--- config.mk ---
export PLATFORM = sky130hd
export DESIGN_NAME = bit_deserializer
export DESIGN_NICKNAME = d
export VERILOG_FILES = /design/src/rtl/bit_deserializer.sv
export SDC_FILE = /design/constraint.sdc
export NUM_CORES = 1
export LEC_CHECK = 0
export CELL_PAD_IN_SITES_DETAIL_PLACEMENT = 0
export CELL_PAD_IN_SITES_GLOBAL_PLACEMENT = 1
export CORE_UTILIZATION = 45
export CTS_CLUSTER_DIAMETER = 150
export DETAILED_ROUTE_END_ITERATION = 8
export GPL_TIMING_DRIVEN = 0
export MAX_ROUTING_LAYER = met4
export PLACE_DENSITY = 0.85
export SLEW_MARGIN = 20
export SYNTH_ARGS = -nofsm -noshare
export SYNTH_HDL_FRONTEND = slang
export SYNTH_SLANG_ARGS = --single-unit
--- constraint.sdc ---
create_clock -name clk -period 2.7 [get_ports clk]
set_input_delay 0.81 -clock clk [delete_from_list [all_inputs] [get_ports clk]]
set_output_delay 0.81 -clock clk [all_outputs]
set_load 0.005 [all_outputs]
--- src/rtl/bit_deserializer.sv ---
// Serial-to-parallel packer: MSB-first WIDTH-bit words, REC_LEN-word records, DEPTH-entry output FIFO.
// Optional macro BIT_DESERIALIZER_OVF_CNT_EN enables the saturating dropped-word counter on ovf_cnt.
module bit_deserializer #(
    parameter int WIDTH   = 8,
    parameter int DEPTH   = 4,
    parameter int REC_LEN = 1024
) (
    input  logic             clk,
    input  logic             rst,
    input  logic             start,
    input  logic             bit_en,
    input  logic             bit_in,
    output logic [WIDTH-1:0] m_data,
    output logic             m_valid,
    input  logic             m_ready,
    output logic             m_last,
    output logic             busy,
    output logic             done,
    output logic [15:0]      ovf_cnt
);
    localparam int AW = (DEPTH > 1) ? $clog2(DEPTH) : 1;
    localparam int BW = $clog2(WIDTH);
    localparam int RW = (REC_LEN > 1) ? $clog2(REC_LEN) : 1;

    typedef enum logic [1:0] {S_IDLE, S_CAPTURE, S_FLUSH, S_DONE} state_t;

    state_t          state_q, state_d;
    logic [WIDTH-2:0] shreg_q, shreg_d;
    logic [BW-1:0]   bit_cnt_q, bit_cnt_d;
    logic [RW-1:0]   word_cnt_q, word_cnt_d;
    logic [AW-1:0]   wr_ptr_q, wr_ptr_d;
    logic [AW-1:0]   rd_ptr_q, rd_ptr_d;
    logic [AW:0]     count_q, count_d;
    logic [WIDTH:0]  mem_q [DEPTH];
    logic [WIDTH:0]  mem_d [DEPTH];

    logic [WIDTH-1:0] word;
    logic             word_done;
    logic             word_last;
    logic             full;
    logic             pop;
    logic             push_ok;

    always_comb begin
        state_d    = state_q;
        shreg_d    = shreg_q;
        bit_cnt_d  = bit_cnt_q;
        word_cnt_d = word_cnt_q;
        wr_ptr_d   = wr_ptr_q;
        rd_ptr_d   = rd_ptr_q;
        count_d    = count_q;

        word      = {shreg_q, bit_in};
        word_done = (state_q == S_CAPTURE) && bit_en && (bit_cnt_q == BW'(WIDTH - 1));
        word_last = (word_cnt_q == RW'(REC_LEN - 1));
        full      = (count_q == (AW + 1)'(DEPTH));
        pop       = (count_q != '0) && m_ready;
        // A pop in the same cycle frees the slot a full FIFO needs.
        push_ok   = word_done && (!full || pop);

        case (state_q)
            S_IDLE: begin
                if (start) begin
                    state_d    = S_CAPTURE;
                    shreg_d    = '0;
                    bit_cnt_d  = '0;
                    word_cnt_d = '0;
                end
            end
            S_CAPTURE: begin
                if (bit_en) begin
                    shreg_d = word[WIDTH-2:0];
                    if (bit_cnt_q == BW'(WIDTH - 1)) begin
                        bit_cnt_d = '0;
                        if (word_last) begin
                            word_cnt_d = '0;
                            state_d    = S_FLUSH;
                        end else begin
                            word_cnt_d = word_cnt_q + 1'b1;
                        end
                    end else begin
                        bit_cnt_d = bit_cnt_q + 1'b1;
                    end
                end
            end
            S_FLUSH: begin
                if (count_q == '0) begin
                    state_d = S_DONE;
                end
            end
            default: begin
                state_d = S_IDLE;
            end
        endcase

        if (push_ok) begin
            wr_ptr_d = wr_ptr_q + 1'b1;
        end
        if (pop) begin
            rd_ptr_d = rd_ptr_q + 1'b1;
        end
        case ({push_ok, pop})
            2'b10:   count_d = count_q + 1'b1;
            2'b01:   count_d = count_q - 1'b1;
            default: count_d = count_q;
        endcase
    end

    generate
        for (genvar gi = 0; gi < DEPTH; gi++) begin : g_mem
            always_comb begin
                mem_d[gi] = mem_q[gi];
                if (push_ok && (wr_ptr_q == AW'(gi))) begin
                    mem_d[gi] = {word_last, word};
                end
            end

            always_ff @(posedge clk) begin
                if (rst) begin
                    mem_q[gi] <= '0;
                end else begin
                    mem_q[gi] <= mem_d[gi];
                end
            end
        end
    endgenerate

    always_ff @(posedge clk) begin
        if (rst) begin
            state_q    <= S_IDLE;
            shreg_q    <= '0;
            bit_cnt_q  <= '0;
            word_cnt_q <= '0;
            wr_ptr_q   <= '0;
            rd_ptr_q   <= '0;
            count_q    <= '0;
        end else begin
            state_q    <= state_d;
            shreg_q    <= shreg_d;
            bit_cnt_q  <= bit_cnt_d;
            word_cnt_q <= word_cnt_d;
            wr_ptr_q   <= wr_ptr_d;
            rd_ptr_q   <= rd_ptr_d;
            count_q    <= count_d;
        end
    end

`ifdef BIT_DESERIALIZER_OVF_CNT_EN
    logic [15:0] ovf_cnt_q, ovf_cnt_d;

    always_comb begin
        ovf_cnt_d = ovf_cnt_q;
        if (word_done && !push_ok && (ovf_cnt_q != 16'hFFFF)) begin
            ovf_cnt_d = ovf_cnt_q + 16'd1;
        end
    end

    always_ff @(posedge clk) begin
        if (rst) begin
            ovf_cnt_q <= '0;
        end else begin
            ovf_cnt_q <= ovf_cnt_d;
        end
    end

    assign ovf_cnt = ovf_cnt_q;
`else
    assign ovf_cnt = 16'h0000;
`endif

    // Head is driven straight from FIFO registers; gated so an empty FIFO reads as zero.
    assign m_valid = (count_q != '0);
    assign m_data  = m_valid ? mem_q[rd_ptr_q][WIDTH-1:0] : '0;
    assign m_last  = m_valid & mem_q[rd_ptr_q][WIDTH];
    assign busy    = (state_q == S_CAPTURE) || (state_q == S_FLUSH);
    assign done    = (state_q == S_DONE);
endmodule

==> flow_metrics.py <==
metrics = {
    "detailed_routing": {
        "drt.antenna.violating_nets": 0,
        "drc": 0,
        "routedWlPerCell_um": 15.0,
        "viasPerCell": 5.16,
        "drt_iter0_markers": 95,
        "routed_wl_um": 6610,
        "vias": 2275,
        "drtPass1Iterations": 4,
    },
    "cts": {
        "tritoncts": "yes",
        "cts.reportedPaths.clkPinSlew_ps": 70,
        "root_buffer": "clkbuf_8",
        "ctsHoldBuffers": 0,
        "post_cts_buffers": 0,
        "ctsResizeCount": 20,
        "numCtsBuffers": 9,
        "cts_max_level": 3,
        "clkLatencyLatePin_ps": 350,
        "clk_path_buf_depth": 2,
        "cts_sinks": 67,
    },
    "floorplan": {
        "core_um2": 7250,
        "fp.dieH_um": 88.5,
        "initial_core_util": 0.465,
        "die-area_um2": 7840,
        "row_count": 31,
        "die_w_um": 88.5,
        "io_pins": 34,
    },
    "layout": {
        "area_delta_synth_final_pct": 17.5,
        "antenna_cells": 0,
        "final_cell_count_no_fill": 441,
        "final_common_cell": "edfxtp_1",
        "design_area_um2": 3960,
        "mostFrequentLayoutCells": "edfxtp_1, and3_1, nor2_1",
        "drive_above_1_share": 0.184,
        "final_nets": 356,
        "postLayoutCoreUtil": 0.546,
    },
    "worst_setup_path": {
        "cp_data_arrival_time_ps": 1780,
        "end_kind": "output pin",
        "worstSetupStartpointType": "flop",
        "required_ps": 1890,
        "crit_slowest_cell": "clkdlybuf4s50_1",
        "crit_family": "buffers and inverters",
        "r2r_start": "bit_cnt_q[0]$_SDFFE_PP0P_",
        "crit_fanout": 10,
        "startpoint": "count_q[1]$_SDFFE_PP0P_",
        "criticalPathCategory": "reg2out",
        "slowest_delay_ps": 450,
        "critPathBufInv": 2,
        "crit_path_cell_trace": "or3_4 -> clkbuf_8 -> clkdlybuf4s50_1",
        "path_depth": 3,
        "reg2reg_depth": 8,
    },
    "hold_path": {
        "hold_class": "reg2reg",
        "holdPathStages": 2,
        "hold_start": "bit_cnt_q[0]$_SDFFE_PP0P_",
    },
    "placed_design": {
        "port-buffer-count": 16,
        "gp_congestion": 0.807,
        "dp_hpwl_um": 4470,
        "placed_cells": 426,
        "placed_cell_area_um2": 3710,
    },
    "synth": {
        "avgSynthCellArea_um2": 11.4,
        "synthTopCellsByArea": "edfxtp_1, dfxtp_1, and3_1, mux4_2, ha_1",
        "synth_area_leader_cell": "edfxtp_1",
        "syn_inst": 296,
        "ys_ff_latch": 67,
        "synth_top_area_frac": 0.321,
        "ys_seq_area_frac": 0.505,
        "ys_warn_count": 0,
        "yosys_most_used_dff": "edfxtp_1",
        "async_flop_share": 0,
        "synth_cell_types": 50,
        "synth_edf_count": 36,
        "syn-cell-area_um2": 3370,
    },
    "pwr": {
        "switchingPower_mw": 0.652,
        "pwr-share-clk": 0.372,
        "powerDensity_nw_per_um2": 631,
        "ir_drop_mv": 0.440,
        "pwr-share-comb": 0.167,
        "netSwitchingFraction": 0.261,
        "power_mw": 2.50,
        "internal_power_mw": 1.85,
        "seq_power_share": 0.461,
        "p_leak_nw": 1.59,
    },
    "timing": {
        "slew_violations": 0,
        "hold_viol": 0,
        "slew_headroom": 0.557,
        "period_needed_ps": 2590,
        "fmax_mhz": 385,
        "finalCritPeriodShare": 0.961,
        "rsz0062_at_grt": "no",
        "finalClockSkew_ps": 9.40,
        "setup_viol": 0,
        "setup_tns_ps": 0,
        "tightest_slew_ps": 661,
    },
    "global_routing": {
        "grt_overflow_total": 0,
        "grt_pass1_vias": 2135,
        "grt_max_degree": 12,
        "antenna_found_initial": 0,
        "grt_pass1_wl_um": 10500,
        "grt_usage": 0.189,
    },
    "outcome": {
        "outcome": "completed",
    },
    "run": {
        "drv_cap": 0,
    },
}
-- cells in the mapped netlist, types with 3 or more instances --
| cell type | number |
|---|---|
| nor3_1 | 4 |
| inv_1 | 7 |
| a21oi_1 | 7 |
| buf_4 | 16 |
| and3_1 | 33 |
| buf_6 | 5 |
| clkbuf_1 | 5 |
| buf_2 | 3 |
| a21o_1 | 6 |
| nand3_1 | 6 |
| edfxtp_1 | 36 |
| nor2_1 | 29 |
| mux4_2 | 9 |
| xnor2_1 | 10 |
| ha_1 | 12 |
| and2_1 | 10 |
| dfxtp_1 | 31 |
| o21ai_0 | 5 |
| or3_1 | 4 |
| nand2_1 | 12 |
| a22oi_1 | 9 |
-- area by class of cell --
cell class              count  area [um^2]
repair buffers             16          149
plain buffers              28          233
multi-input cells         208         1510
flip-flops and latches     67         1710
clock buffers              11          141
fillers                   679         3290
inverters                   7         26.3
clock inverters             5         76.3
well taps                  99          124
-- final timing paths --
check	endpoint	slack, ps
hold reg to reg	bit_cnt_q[0]$_SDFFE_PP0P_	490
setup / recovery	m_valid	110
setup reg to reg	count_q[2]$_SDFFE_PP0P_	390
hold / removal	bit_cnt_q[0]$_SDFFE_PP0P_	490
-- cells by family (layout without fill, tap and decap cells) --
kind of cell / Yosys count / after routing / share of synthesized area
XOR/XNOR: 12 / 12 / 0.0312
multiplexers: 11 / 11 / 0.0661
AO/OA/AOI/OAI: 40 / 40 / 0.0857
adder cells (fa/ha/maj): 13 / 13 / 0.0505
other: 1 / 16 / 0.00111
buffers and inverters: 36 / 67 / 0.0702
AND/OR/NAND/NOR: 116 / 116 / 0.190
flip-flops: 67 / 67 / 0.505
-- per-stage QoR --
| step | hold WS, ps | worst slack (ps) |
|---|---|---|
| floorplan | 449 | 470 |
| global placement | 462 | -303 |
| detailed placement | 479 | -322 |
| CTS | 490 | 40.1 |
| global route | 508 | 38.5 |
| finish | 486 | 105 |
-- layer usage --
metal  global-route usage  wire [um]  up-vias
met5                    -          0        -
met4               0.0748         68        0
met3               0.0308        318        6
met2                0.320       3250       52
met1                0.224       2970     1081
li1                     -          -     1136
-- flip-flops by register name, summed over array words and instances (netlist names), named ones only --
name        flops
count_q         3
mem_q          36
shreg_q         7
state_q         2
bit_cnt_q       3
wr_ptr_q        2
rd_ptr_q        2
word_cnt_q     10
-- tightest hold or removal path: stages (launching register included) --
cell	delay [ps]
dfxtp_1	330
nand2_1	60
a21oi_1	50
-- power groups by stage --
stage               combinational (mW)  sequential, mW  clock, mW
finish                           0.417            1.15      0.932
global route                     0.467            1.16      0.980
CTS                              0.417            1.15      0.934
detailed placement               0.414            1.18          0
global placement                 0.412            1.17          0
floorplan                        0.319            1.17          0
(Power assumes the default switching activity.)
